--- src/rtl/pipe_stage_reg_if.sv ---
// Handshake and observation bundle for pipe_stage_reg: upstream inputs,
// last-stage outputs, EPC capture and the optional perf counters.
interface pipe_stage_reg_if #(
   parameter int WIDTH = 213,
   parameter int PC_W  = 32
);
   logic             in_valid;
   logic [WIDTH-1:0] in_data;
   logic [PC_W-1:0]  in_pc;
   logic             stall;
   logic             flush;
   logic             epc_ack;
   logic             out_valid;
   logic [WIDTH-1:0] out_data;
   logic [PC_W-1:0]  out_pc;
   logic             busy;
   logic [PC_W-1:0]  epc;
   logic             epc_valid;
   logic [31:0]      stall_cnt;
   logic [31:0]      bubble_cnt;

   modport master (
      output in_valid, in_data, in_pc, stall, flush, epc_ack,
      input  out_valid, out_data, out_pc, busy, epc, epc_valid, stall_cnt, bubble_cnt
   );

   modport slave (
      input  in_valid, in_data, in_pc, stall, flush, epc_ack,
      output out_valid, out_data, out_pc, busy, epc, epc_valid, stall_cnt, bubble_cnt
   );
endinterface

--- src/rtl/pipe_stage_reg.sv ---
// DEPTH-stage pipeline register with stall/flush, EPC capture on flush and
// optional stall/bubble counters enabled by `define PIPE_STAGE_PERF_EN.
module pipe_stage_reg_slot #(
   parameter int WIDTH = 213,
   parameter int PC_W  = 32
) (
   input  logic             clk,
   input  logic             rst_n,
   input  logic             en,
   input  logic             clr,
   input  logic             d_vld,
   input  logic [WIDTH-1:0] d_data,
   input  logic [PC_W-1:0]  d_pc,
   output logic             q_vld,
   output logic [WIDTH-1:0] q_data,
   output logic [PC_W-1:0]  q_pc
);
   always_ff @(posedge clk) begin
      if (!rst_n || clr) begin
         q_vld  <= 1'b0;
         q_data <= '0;
         q_pc   <= '0;
      end else if (en) begin
         q_vld  <= d_vld;
         q_data <= d_data;
         q_pc   <= d_pc;
      end
   end
endmodule

module pipe_stage_reg #(
   parameter int WIDTH = 213,
   parameter int DEPTH = 1,
   parameter int PC_W  = 32
) (
   input logic            clk,
   input logic            rst_n,
   pipe_stage_reg_if.slave bus
);
   // Index 0 is the gated input; index i+1 is the output of stage i.
   logic [DEPTH:0]            vld_pipe;
   logic [DEPTH:0][WIDTH-1:0] data_pipe;
   logic [DEPTH:0][PC_W-1:0]  pc_pipe;

   assign vld_pipe[0]  = bus.in_valid;
   assign data_pipe[0] = bus.in_valid ? bus.in_data : '0;
   assign pc_pipe[0]   = bus.in_valid ? bus.in_pc : '0;

   for (genvar i = 0; i < DEPTH; i++) begin : g_stage
      pipe_stage_reg_slot #(.WIDTH(WIDTH), .PC_W(PC_W)) u_slot (
         .clk    (clk),
         .rst_n  (rst_n),
         .en     (~bus.stall),
         .clr    (bus.flush),
         .d_vld  (vld_pipe[i]),
         .d_data (data_pipe[i]),
         .d_pc   (pc_pipe[i]),
         .q_vld  (vld_pipe[i+1]),
         .q_data (data_pipe[i+1]),
         .q_pc   (pc_pipe[i+1])
      );
   end

   assign bus.out_valid = vld_pipe[DEPTH];
   assign bus.out_data  = data_pipe[DEPTH];
   assign bus.out_pc    = pc_pipe[DEPTH];
   assign bus.busy      = |vld_pipe[DEPTH:1];

   // Oldest valid stage wins; the incoming instruction only if the pipe is empty.
   logic            cap;
   logic [PC_W-1:0] cap_pc;

   always_comb begin
      cap    = 1'b0;
      cap_pc = '0;
      for (int i = 1; i <= DEPTH; i++) begin
         if (vld_pipe[i]) begin
            cap    = 1'b1;
            cap_pc = pc_pipe[i];
         end
      end
      if (!cap && bus.in_valid) begin
         cap    = 1'b1;
         cap_pc = bus.in_pc;
      end
   end

   logic [PC_W-1:0] epc_q;
   logic            epc_vld_q;

   always_ff @(posedge clk) begin
      if (!rst_n) begin
         epc_q     <= '0;
         epc_vld_q <= 1'b0;
      end else if (bus.flush && cap) begin
         epc_q     <= cap_pc;
         epc_vld_q <= 1'b1;
      end else if (bus.epc_ack) begin
         epc_vld_q <= 1'b0;
      end
   end

   assign bus.epc       = epc_q;
   assign bus.epc_valid = epc_vld_q;

`ifdef PIPE_STAGE_PERF_EN
   logic [31:0] stall_q;
   logic [31:0] bubble_q;

   always_ff @(posedge clk) begin
      if (!rst_n) begin
         stall_q  <= '0;
         bubble_q <= '0;
      end else begin
         if (!bus.flush && bus.stall && stall_q != '1)
            stall_q <= stall_q + 32'd1;
         if ((bus.flush || (!bus.stall && !bus.in_valid)) && bubble_q != '1)
            bubble_q <= bubble_q + 32'd1;
      end
   end

   assign bus.stall_cnt  = stall_q;
   assign bus.bubble_cnt = bubble_q;
`else
   assign bus.stall_cnt  = '0;
   assign bus.bubble_cnt = '0;
`endif
endmodule
--- src/flat_wrapper.sv ---
// flat-port wrapper written by rule: the top's interface ports become plain ports
module pipe_stage_reg_flat 
#(
   parameter int WIDTH = 213,
   parameter int DEPTH = 1,
   parameter int PC_W  = 32
)
  (clk, rst_n, bus_in_valid, bus_in_data, bus_in_pc, bus_stall, bus_flush, bus_epc_ack, bus_out_valid, bus_out_data, bus_out_pc, bus_busy, bus_epc, bus_epc_valid, bus_stall_cnt, bus_bubble_cnt);
  pipe_stage_reg_if #(.WIDTH(WIDTH), .PC_W(PC_W)) bus_i ();
  input logic clk;
  input logic rst_n;
  input wire logic [$bits(bus_i.in_valid)-1:0] bus_in_valid;
  input wire logic [$bits(bus_i.in_data)-1:0] bus_in_data;
  input wire logic [$bits(bus_i.in_pc)-1:0] bus_in_pc;
  input wire logic [$bits(bus_i.stall)-1:0] bus_stall;
  input wire logic [$bits(bus_i.flush)-1:0] bus_flush;
  input wire logic [$bits(bus_i.epc_ack)-1:0] bus_epc_ack;
  output wire logic [$bits(bus_i.out_valid)-1:0] bus_out_valid;
  output wire logic [$bits(bus_i.out_data)-1:0] bus_out_data;
  output wire logic [$bits(bus_i.out_pc)-1:0] bus_out_pc;
  output wire logic [$bits(bus_i.busy)-1:0] bus_busy;
  output wire logic [$bits(bus_i.epc)-1:0] bus_epc;
  output wire logic [$bits(bus_i.epc_valid)-1:0] bus_epc_valid;
  output wire logic [$bits(bus_i.stall_cnt)-1:0] bus_stall_cnt;
  output wire logic [$bits(bus_i.bubble_cnt)-1:0] bus_bubble_cnt;
  assign bus_i.in_valid = bus_in_valid;
  assign bus_i.in_data = bus_in_data;
  assign bus_i.in_pc = bus_in_pc;
  assign bus_i.stall = bus_stall;
  assign bus_i.flush = bus_flush;
  assign bus_i.epc_ack = bus_epc_ack;
  assign bus_out_valid = bus_i.out_valid;
  assign bus_out_data = bus_i.out_data;
  assign bus_out_pc = bus_i.out_pc;
  assign bus_busy = bus_i.busy;
  assign bus_epc = bus_i.epc;
  assign bus_epc_valid = bus_i.epc_valid;
  assign bus_stall_cnt = bus_i.stall_cnt;
  assign bus_bubble_cnt = bus_i.bubble_cnt;
  pipe_stage_reg #(.WIDTH(WIDTH), .DEPTH(DEPTH), .PC_W(PC_W)) u_core (.clk(clk), .rst_n(rst_n), .bus(bus_i));
endmodule
--- config.mk ---
export PLATFORM = sky130hd
export DESIGN_NAME = pipe_stage_reg_flat
export DESIGN_NICKNAME = d
export VERILOG_FILES = /design/src/rtl/pipe_stage_reg_if.sv /design/src/rtl/pipe_stage_reg.sv /design/src/flat_wrapper.sv
export SDC_FILE = /design/constraint.sdc
export NUM_CORES = 1
export LEC_CHECK = 0
export ABC_AREA = 1
export CAP_MARGIN = 0
export CORE_AREA = 10 10 225 227
export CTS_BUF_LIST = sky130_fd_sc_hd__clkbuf_8
export DETAILED_ROUTE_END_ITERATION = 10
export DIE_AREA = 0 0 235 237
export PLACE_DENSITY_LB_ADDON = 0.2
export SLEW_MARGIN = 30
export SYNTH_ARGS = -nofsm -noshare
export SYNTH_HDL_FRONTEND = slang
export SYNTH_SLANG_ARGS = --single-unit
--- constraint.sdc ---
create_clock -name clk -period 2.8 [get_ports clk]
set_clock_uncertainty 0.15 [all_clocks]
set_input_delay 0.56 -clock clk [delete_from_list [all_inputs] [get_ports clk]]
set_output_delay 0.56 -clock clk [all_outputs]
set_load 0.01 [all_outputs]
==> impl_metrics.yaml, run 1 <==
status:
  outcome: "complete, no violations"
sta:
  timing.fmax_mhz: 390.3
  finalSetupTns_ns: 0
  report.final.slew_viol_count: 0
  rsz0062_at_grt: "no"
  finalSetupViolCount: 0
  slew_headroom: 0.6010
  hold_viol_final: 0
  min_period_over_period: 0.9152
  worst_slew_pin_slew_ns: 0.5986
  postLayoutSetupSlackWorst_ns: 0.2376
  fin_crit_ns: 2.562
  holdWs_ns: 0.3112
setup_path:
  slowest_delay_ns: 0.64
  cp_cell_sequence: "clkdlybuf4s50_1"
  path_max_fanout: 18
  worst_r2r_path_depth: 6
  slowest_stage: "clkdlybuf4s50_1"
  cp.buffers_inverters: 1
  path_class: "flop to primary output"
  cpLargestDelayFamily: "buffers and inverters"
  end_kind: "primary output"
  worstSetupStartpointType: "flop"
  crit_cells: 1
  worstPathRequired_ns: 2.09
  critPathArrivalTime_ns: 1.85
detailed_routing:
  avgRoutedWirePerCell_um: 18.17
  vias_per_cell: 4.216
  drt_iter0_markers: 435
  firstDrtPassIters: 5
  wirelength_um: 47470
  vias: 11017
  remaining_drc_errors: 0
  drtAntennaViolNets: 0
power_and_ir_drop:
  ir_drop_uv: 306.2
  total_power_mw: 9.290
  leakage_nw: 6.580
  p_per_area_mw_per_mm2: 504.5
layout:
  layout_common_cells: "620 x nand2_1, 529 x clkdlybuf4s50_1, 278 x dfxtp_1"
  drive_gt1_frac: 0.1771
  final_common_cell: "nand2_1"
  design_area_mm2: 0.01841
  nets: 2221
  syn_to_final_growth_pct: 37.96
synth:
  ys_ff_latch: 279
  synth_cell_type_count: 17
  yosysSeqAreaShare: 0.4185
  yosys_warnings: 0
  syn_inst: 1666
  synth_area_mm2: 0.01335
  synth_area_per_cell_um2: 8.011
clock_network:
  cts_sinks: 279
  cts_buffers: 51
  cts_buffer_depth: 3
  postCtsSetupBuffers: 0
  cts_resized: 0
  path_clk_slew_ns: 0.06
  clk-insertion-delay-late_ns: 0.61
  hold_buffers: 0
  cts.htree.levels: 2
  cts_tree: "built"
  cts-root-buf: "clkbuf_8"
global_route:
  globalRouteTotalUtil: 0.1620
  overflow: 0
  grt_first_pass_wirelength_um: 71370
  grt_start_max_net_pins: 117
  grt_pass1_vias: 11497
  antenna_found_initial: 6
floorplanning:
  coreArea_mm2: 0.04616
  dieWidth_um: 235
  rows: 79
  die_area_mm2: 0.05570
  num_io_pins: 595
  initial_core_util: 0.2891
  fp.dieH_um: 237
placed_design:
  pre_cts_ws_ns: 0.4980
  gp_congestion: 0.7973
  dpl_cell_area_mm2: 0.01741
  dpl.hpwl_um: 34850
  portBuffers: 530
run:
  drv_cap: 0
min_path:
  min_path_cells: 5
  hold_path.class: "primary input to flop"
==> report_power, final <==
group	internal [mW]	total, mW	switching [mW]
Combinational	0.655	1.30	0.644
Sequential	4.08	4.14	0.0600
Clock	2.10	3.85	1.75
==> logic make-up after synthesis <==
| group | count (synthesis) | share of synthesized area |
|---|---|---|
| simple gates | 721 | 0.2065 |
| flops | 279 | 0.4185 |
| other cells | 1 | 0.0002810 |
| buf+inv | 418 | 0.2149 |
| compound gates | 247 | 0.1598 |
==> flip-flops by register name, summed over array words and instances (netlist names) <==
name / cells
u_core.g_stage.u_slot.q_vld: 1
u_core.g_stage.u_slot.q_pc: 32
u_core.bus.epc_valid: 1
u_core.bus.epc: 32
u_core.g_stage.u_slot.q_data: 213
==> final timing paths <==
kind                                                           from  slack, ns                                                 to
setup reg to reg        u_core.g_stage[0].u_slot.q_vld$_SDFFE_PP0N_       1.00                     u_core.bus.epc[7]$_SDFFE_PN0P_
hold reg to reg   u_core.g_stage[0].u_slot.q_data[205]$_SDFFE_PP0N_       0.32  u_core.g_stage[0].u_slot.q_data[205]$_SDFFE_PP0N_
hold / removal                                            bus_stall       0.31     u_core.g_stage[0].u_slot.q_pc[11]$_SDFFE_PP0N_
setup / recovery        u_core.g_stage[0].u_slot.q_vld$_SDFFE_PP0N_       0.24                                           bus_busy
==> routing by layer <==
layer / global-route usage / routed length [µm]
met1: 0.1773 / 18810
met2: 0.2630 / 21860
met3: 0.08105 / 5189
met4: 0.06549 / 1547
met5: 0 / 71
==> cell usage after synthesis, drive strengths merged <==
master  count  area share
nand2     621        0.17
buf       348        0.20
dfxtp     279        0.42
a21oi     247        0.16
nor2       67       0.019
inv        37       0.010
clkbuf     33      0.0093
nand3      32       0.012
conb        1     0.00028
or2         1     0.00047
==> stage by stage <==
step             util  cells
2_1_floorplan       -   1729
3_3_place_gp   0.3771   2524
3_5_place_dp   0.3771   2524
4_1_cts        0.3988   2612
5_1_grt        0.3989   2613
6_report       0.3989   2613
==> final cells by class <==
type,instances,area (µm²)
well taps,607,759.5
diodes,1,2.502
clock inverters,25,133.9
inverters,37,138.9
flip-flops and latches,279,5587
multi-input cells,1032,5137
repair buffers,569,5787
clock buffers,63,867.1
fillers,4819,27750
Power figures use the tool's default switching activity.
==> run 2, diff against run 1 <==
--- a/config.mk
+++ b/config.mk
@@ -5,12 +5,11 @@
 export SDC_FILE = /design/constraint.sdc
 export NUM_CORES = 1
 export LEC_CHECK = 0
-export ABC_AREA = 1
 export CAP_MARGIN = 0
-export CORE_AREA = 10 10 225 227
+export CORE_AREA = 10 10 220 222
 export CTS_BUF_LIST = sky130_fd_sc_hd__clkbuf_8
 export DETAILED_ROUTE_END_ITERATION = 10
-export DIE_AREA = 0 0 235 237
+export DIE_AREA = 0 0 230 232
 export PLACE_DENSITY_LB_ADDON = 0.2
 export SLEW_MARGIN = 30
 export SYNTH_ARGS = -nofsm -noshare
==> constraint.sdc (replaced) <==
create_clock -name clk -period 2.8 [get_ports clk]
set_clock_uncertainty 0.15 [all_clocks]
set_input_delay 0.56 -clock clk [delete_from_list [all_inputs] [get_ports clk]]
set_output_delay 0.56 -clock clk [all_outputs]
set_load 0.05 [all_outputs]
==> run 2 against run 1 <==
- clock-buffer cell count rose by 2
- critical path type unchanged
- first-iteration DRC count grew 47%
- via count rose by 0.48%
- hold slack worse by 0.12 ns
- largest power group unchanged
- die area shrank 4.2%
==> impl_metrics.yaml, run 2 <==
synth:
  ys_ff_latch: 279
  synth_area_per_cell_um2: 8.875
  yosysSeqAreaShare: 0.4118
  synth_edf_count: 0
  synth_common_cells: "282 x buf_4, 279 x dfxtp_1, 267 x nand3b_1, 245 x nand2_1, 235 x a21oi_1"
  yosysMostFrequentCell: "buf_4"
  synth_area_mm2: 0.01356
  yosys_warnings: 0
  synthTopCellsByArea: "dfxtp_1 41%, buf_4 16%, nand3b_1 15%"
  ys.flop_type: "dfxtp_1"
  syn_inst: 1528
  async_reset_ff_frac: 0
  synth_top_area_cell: "dfxtp_1"
  synth_top_area_frac: 0.4118
  synth_cell_type_count: 21
sta:
  min_period_over_period: 0.9118
  report.final.slew_viol_count: 0
  fin_crit_ns: 2.553
  timing.fmax_mhz: 391.7
  finalSetupTns_ns: 0
  finalSetupViolCount: 0
  slew_headroom: 0.5694
  worst_slew_pin_slew_ns: 0.6439
  postLayoutSetupSlackWorst_ns: 0.2469
  hold_viol_final: 0
  rsz0062_at_grt: "no"
setup_path:
  slowest_delay_ns: 0.90
  end_kind: "primary output"
  path_class: "flop to primary output"
  worstPathRequired_ns: 2.09
  worstSetupStartpointType: "flop"
  path_max_fanout: 2
  cp.buffers_inverters: 1
  critPathArrivalTime_ns: 1.84
  cp_cell_sequence: "clkdlybuf4s50_1"
  slowest_stage: "clkdlybuf4s50_1"
  crit_cells: 1
  cpLargestDelayFamily: "buffers and inverters"
  worst_r2r_path_depth: 3
detailed_routing:
  wirelength_um: 47100
  drtAntennaViolNets: 0
  vias: 11070
  avgRoutedWirePerCell_um: 19.40
  vias_per_cell: 4.559
  remaining_drc_errors: 0
  firstDrtPassIters: 5
  drt_iter0_markers: 641
clock_network:
  cts_buffer_depth: 3
  cts_tree: "built"
  clk-insertion-delay-late_ns: 0.60
  path_clk_slew_ns: 0.06
  cts-root-buf: "clkbuf_8"
  postCtsSetupBuffers: 0
  cts.htree.levels: 2
  cts_buffers: 52
  cts_resized: 0
  hold_buffers: 0
  cts_sinks: 279
floorplanning:
  coreArea_mm2: 0.04393
  rows: 77
  fp.dieH_um: 232
  die_area_mm2: 0.05336
  initial_core_util: 0.3087
  num_io_pins: 595
  dieWidth_um: 230
placed_design:
  placed_cells: 2335
  portBuffers: 530
  dpl.hpwl_um: 33740
  gp_congestion: 0.7910
  pre_cts_ws_ns: 0.5601
global_route:
  grt_pass1_vias: 10990
  overflow: 0
  grt_first_pass_wirelength_um: 69240
  grt_start_max_net_pins: 104
  globalRouteTotalUtil: 0.1648
  antenna_found_initial: 4
layout:
  drive_gt1_frac: 0.07139
  multiInputGateArea_mm2: 0.005318
  final_common_cell: "clkdlybuf4s50_1"
  final_util: 0.4189
  fin_cells: 2428
  register_area_mm2: 0.005587
  fillCellCount: 4430
  layout_common_cells: "525 x clkdlybuf4s50_1, 278 x dfxtp_1, 267 x nand3b_1"
  nets: 2048
  top_register: "u_core.g_stage.u_slot.q_data"
  syn_to_final_growth_pct: 35.69
  largest_register_ffs: 213
power_and_ir_drop:
  ir_drop_uv: 354.1
  p_per_area_mw_per_mm2: 531.5
  total_power_mw: 9.781
  leakage_nw: 6.190
min_path:
  min_path_cells: 3
  hold_path.class: "primary input to flop"
run:
  drv_cap: 0
status:
  outcome: "complete, no violations"
==> run 2: cell types whose count changed after synthesis, moves of 32 or more <==
cell,previous run,this run
nand4bb_1,0,32
nand2_1,620,245
a21oi_2,239,10
nand3_1,32,0
a21oi_1,8,235
inv_1,34,0
o2111a_1,0,32
nand3b_1,0,267
nor2_1,65,1
==> run 2: logic make-up (layout without fill, tap and decap cells) <==
family | after synthesis | in the layout | synth area share
multiplexers | 1 | 1 | 0.0007381
AO/OA/AOI/OAI | 279 | 279 | 0.1214
flip-flops | 279 | 279 | 0.4118
buffers and inverters | 411 | 655 | 0.2140
AND/OR/NAND/NOR | 557 | 557 | 0.2517
other | 1 | 65 | 0.0002765
==> run 2: worst paths after layout <==
kind / from / end / slack (ns)
worst max register to register: u_core.g_stage[0].u_slot.q_vld$_SDFFE_PP0N_ / u_core.bus.epc[14]$_SDFFE_PN0P_ / 1.15
worst min register to register: u_core.g_stage[0].u_slot.q_data[201]$_SDFFE_PP0N_ / u_core.g_stage[0].u_slot.q_data[201]$_SDFFE_PP0N_ / 0.31
worst min-delay path: bus_stall / u_core.g_stage[0].u_slot.q_data[34]$_SDFFE_PP0N_ / 0.19
worst max-delay path: u_core.g_stage[0].u_slot.q_data[58]$_SDFFE_PP0N_ / bus_out_data[58] / 0.25
==> run 2: final cells by class <==
cell class                 instances  share of cell area
clock buffer                      65             0.04862
multi-input combinational        901              0.2890
clock inverter                    27            0.007207
timing repair buffer             563              0.3112
antenna                            1           0.0001360
sequential                       279              0.3036
tap                              592             0.04025
==> run 2: report_power, final <==
part / switching, mW / total, mW / internal [mW]
combinational: 1.05 / 1.75 / 0.704
clock: 1.73 / 3.89 / 2.16
sequential: 0.0579 / 4.14 / 4.08
==> run 2: per-layer routing <==
| metal | global-route usage | wire length, µm |
|---|---|---|
| met1 | 0.1830 | 18540 |
| met4 | 0.05221 | 915 |
| met3 | 0.07024 | 4474 |
| met5 | 0 | 47 |
| met2 | 0.2804 | 23120 |
==> run 2: metrics by stage <==
step / instance area [µm²] / hold slack [ns]
after floorplan: 13800 / 0.2823
after global placement: 17370 / 0.2912
after detailed placement: 17370 / 0.3000
after CTS: 18400 / 0.1476
after global routing: 18400 / 0.1756
final: 18400 / 0.1935
==> run 2: worst min-delay path: cells and delay by family <==
kind	cells	cell delay, ns
compound gates	1	0.05
simple gates	1	0.10
buf+inv	1	0.18
==> run 3, diff against run 2 <==
--- a/config.mk
+++ b/config.mk
@@ -6,10 +6,9 @@
 export NUM_CORES = 1
 export LEC_CHECK = 0
 export CAP_MARGIN = 0
-export CORE_AREA = 10 10 220 222
-export CTS_BUF_LIST = sky130_fd_sc_hd__clkbuf_8
+export CORE_AREA = 10 10 223 225
 export DETAILED_ROUTE_END_ITERATION = 10
-export DIE_AREA = 0 0 230 232
+export DIE_AREA = 0 0 233 235
 export PLACE_DENSITY_LB_ADDON = 0.2
 export SLEW_MARGIN = 30
 export SYNTH_ARGS = -nofsm -noshare
==> run 3 against run 2 <==
- clock power is 16% higher
- largest power group is now the clock network
- cell area increased by 0.90%
- sequential power is essentially flat
- critical path depth unchanged
- highest routed layer unchanged
- core utilization fell by 0.71 points
- total power rose by 6.4%
- clock-buffer cell count is 9 lower
- final cell count is 0.74% lower
- register-to-register slack improved by 0.35 ns
- maximum frequency up 3.0%
- wire length about the same
==> impl_metrics.yaml, run 3 (same netlist as run 2, synthesis figures left out) <==
status:
  outcome: "complete, no violations"
clock_network:
  cts_sinks: 279
  cts_resized: 0
  path_clk_slew_ns: 0.06
  postCtsSetupBuffers: 0
  cts.htree.levels: 2
  cts_buffers: 36
  cts_buffer_depth: 3
  cts_tree: "built"
  hold_buffers: 0
  cts-root-buf: "clkbuf_16"
  clk-insertion-delay-late_ns: 0.53
power_and_ir_drop:
  ir_drop_uv: 362.3
  p_per_area_mw_per_mm2: 560.5
  leakage_nw: 6.165
layout:
  final_common_cell: "clkdlybuf4s50_1"
  syn_to_final_growth_pct: 36.91
  layout_common_cells: "525 x clkdlybuf4s50_1, 278 x dfxtp_1, 267 x nand3b_1"
  top_register: "u_core.g_stage.u_slot.q_data"
  final_util: 0.4118
  largest_register_ffs: 213
  drive_gt1_frac: 0.06464
  antenna_cells: 0
  nets: 2036
detailed_routing:
  remaining_drc_errors: 0
  vias_per_cell: 4.534
  wirelength_um: 47070
  drtAntennaViolNets: 0
  avgRoutedWirePerCell_um: 19.53
  firstDrtPassIters: 4
  vias: 10927
  drt_iter0_markers: 546
floorplanning:
  coreArea_mm2: 0.04509
  initial_core_util: 0.3008
  dieWidth_um: 233
  die_area_mm2: 0.05476
  fp.dieH_um: 235
  num_io_pins: 595
  rows: 78
setup_path:
  slowest_stage: "clkdlybuf4s50_1"
  critPathArrivalTime_ns: 1.77
  cpLargestDelayFamily: "buffers and inverters"
  startpoint: "u_core.bus.epc[26]$_SDFFE_PN0P_"
  end_kind: "primary output"
  rr_startpoint: "u_core.g_stage[0].u_slot.q_vld$_SDFFE_PP0N_"
  path_max_fanout: 2
  path_class: "flop to primary output"
  cp_cell_sequence: "clkdlybuf4s50_1"
  worstSetupStartpointType: "flop"
  slowest_delay_ns: 0.89
  cp.buffers_inverters: 1
  worstPathRequired_ns: 2.09
global_route:
  grt_first_pass_wirelength_um: 69680
  antenna_found_initial: 2
  overflow: 0
  grt_start_max_net_pins: 97
  grt_pass1_vias: 10950
  globalRouteTotalUtil: 0.1619
sta:
  finalSetupTns_ns: 0
  report.final.slew_viol_count: 0
  postLayoutSetupSlackWorst_ns: 0.3200
  min_period_over_period: 0.8857
  slew_headroom: 0.5855
  hold_viol_final: 0
  timing.fmax_mhz: 403.2
  finalSetupViolCount: 0
  fin_crit_ns: 2.480
  rsz0062_at_grt: "no"
  worst_slew_pin_slew_ns: 0.6199
placed_design:
  dpl.hpwl_um: 34130
  pre_cts_ws_ns: 0.7024
  gp_congestion: 0.7544
  portBuffers: 530
run:
  drv_cap: 0
min_path:
  min_from: "u_core.g_stage[0].u_slot.q_data[201]$_SDFFE_PP0N_"
  hold_path.class: "flop to flop"
==> run 3: cell count changes in the layout (fill, tap and decap cells not counted) <==
cell and change:
diode_2 -1, inv_1 -22, clkinv_4 +1, clkbuf_1 +11, buf_4 +3, clkbuf_16 +37, clkbuf_8 -57, clkinvlp_4 +1
buf_12 +1
==> run 3: tightest hold or removal path, cell delays in order (launching register included) <==
cell	delay, ns
dfxtp_1	0.31
nand2_1	0.05
a21oi_1	0.05
==> run 3: layer usage <==
metal | wire length (µm) | up-vias | track usage
met5 | 23 | - | 0
met4 | 930 | 4 | 0.04512
met3 | 4539 | 57 | 0.06513
met2 | 23390 | 336 | 0.2834
met1 | 18190 | 5168 | 0.1763
li1 | - | 5362 | -
==> run 3: metrics by stage <==
step	std cells	instance area [µm²]	power, mW	hold slack, ns
floorplan	1591	13800	5.418	0.2823
global placement	2347	17420	5.972	0.2900
detailed placement	2347	17420	5.981	0.3002
CTS	2410	18570	10.57	0.2993
global route	2410	18570	10.83	0.3240
finish	2410	18570	10.41	0.3031
==> run 3: worst paths after layout <==
path	end	slack (ns)	depth (start not counted)
worst min register to register	u_core.g_stage[0].u_slot.q_data[201]$_SDFFE_PP0N_	0.30	2
worst max-delay path	bus_epc[26]	0.32	1
worst max register to register	u_core.bus.epc[21]$_SDFFE_PN0P_	1.50	3
worst min-delay path	u_core.g_stage[0].u_slot.q_data[201]$_SDFFE_PP0N_	0.30	2
==> run 3: report_power, final <==
part	switching, mW	internal, mW
sequential	0.0589	4.08
clock	1.79	2.73
combinational	1.04	0.709
==> run 3: cell type report <==
class	instances	area, µm²
clock buffers	56	1077
clock inverters	7	66.31
multi-input cells	901	5318
well taps	600	750.7
repair buffers	567	5769
flip-flops and latches	279	5587
fillers	4551	26520
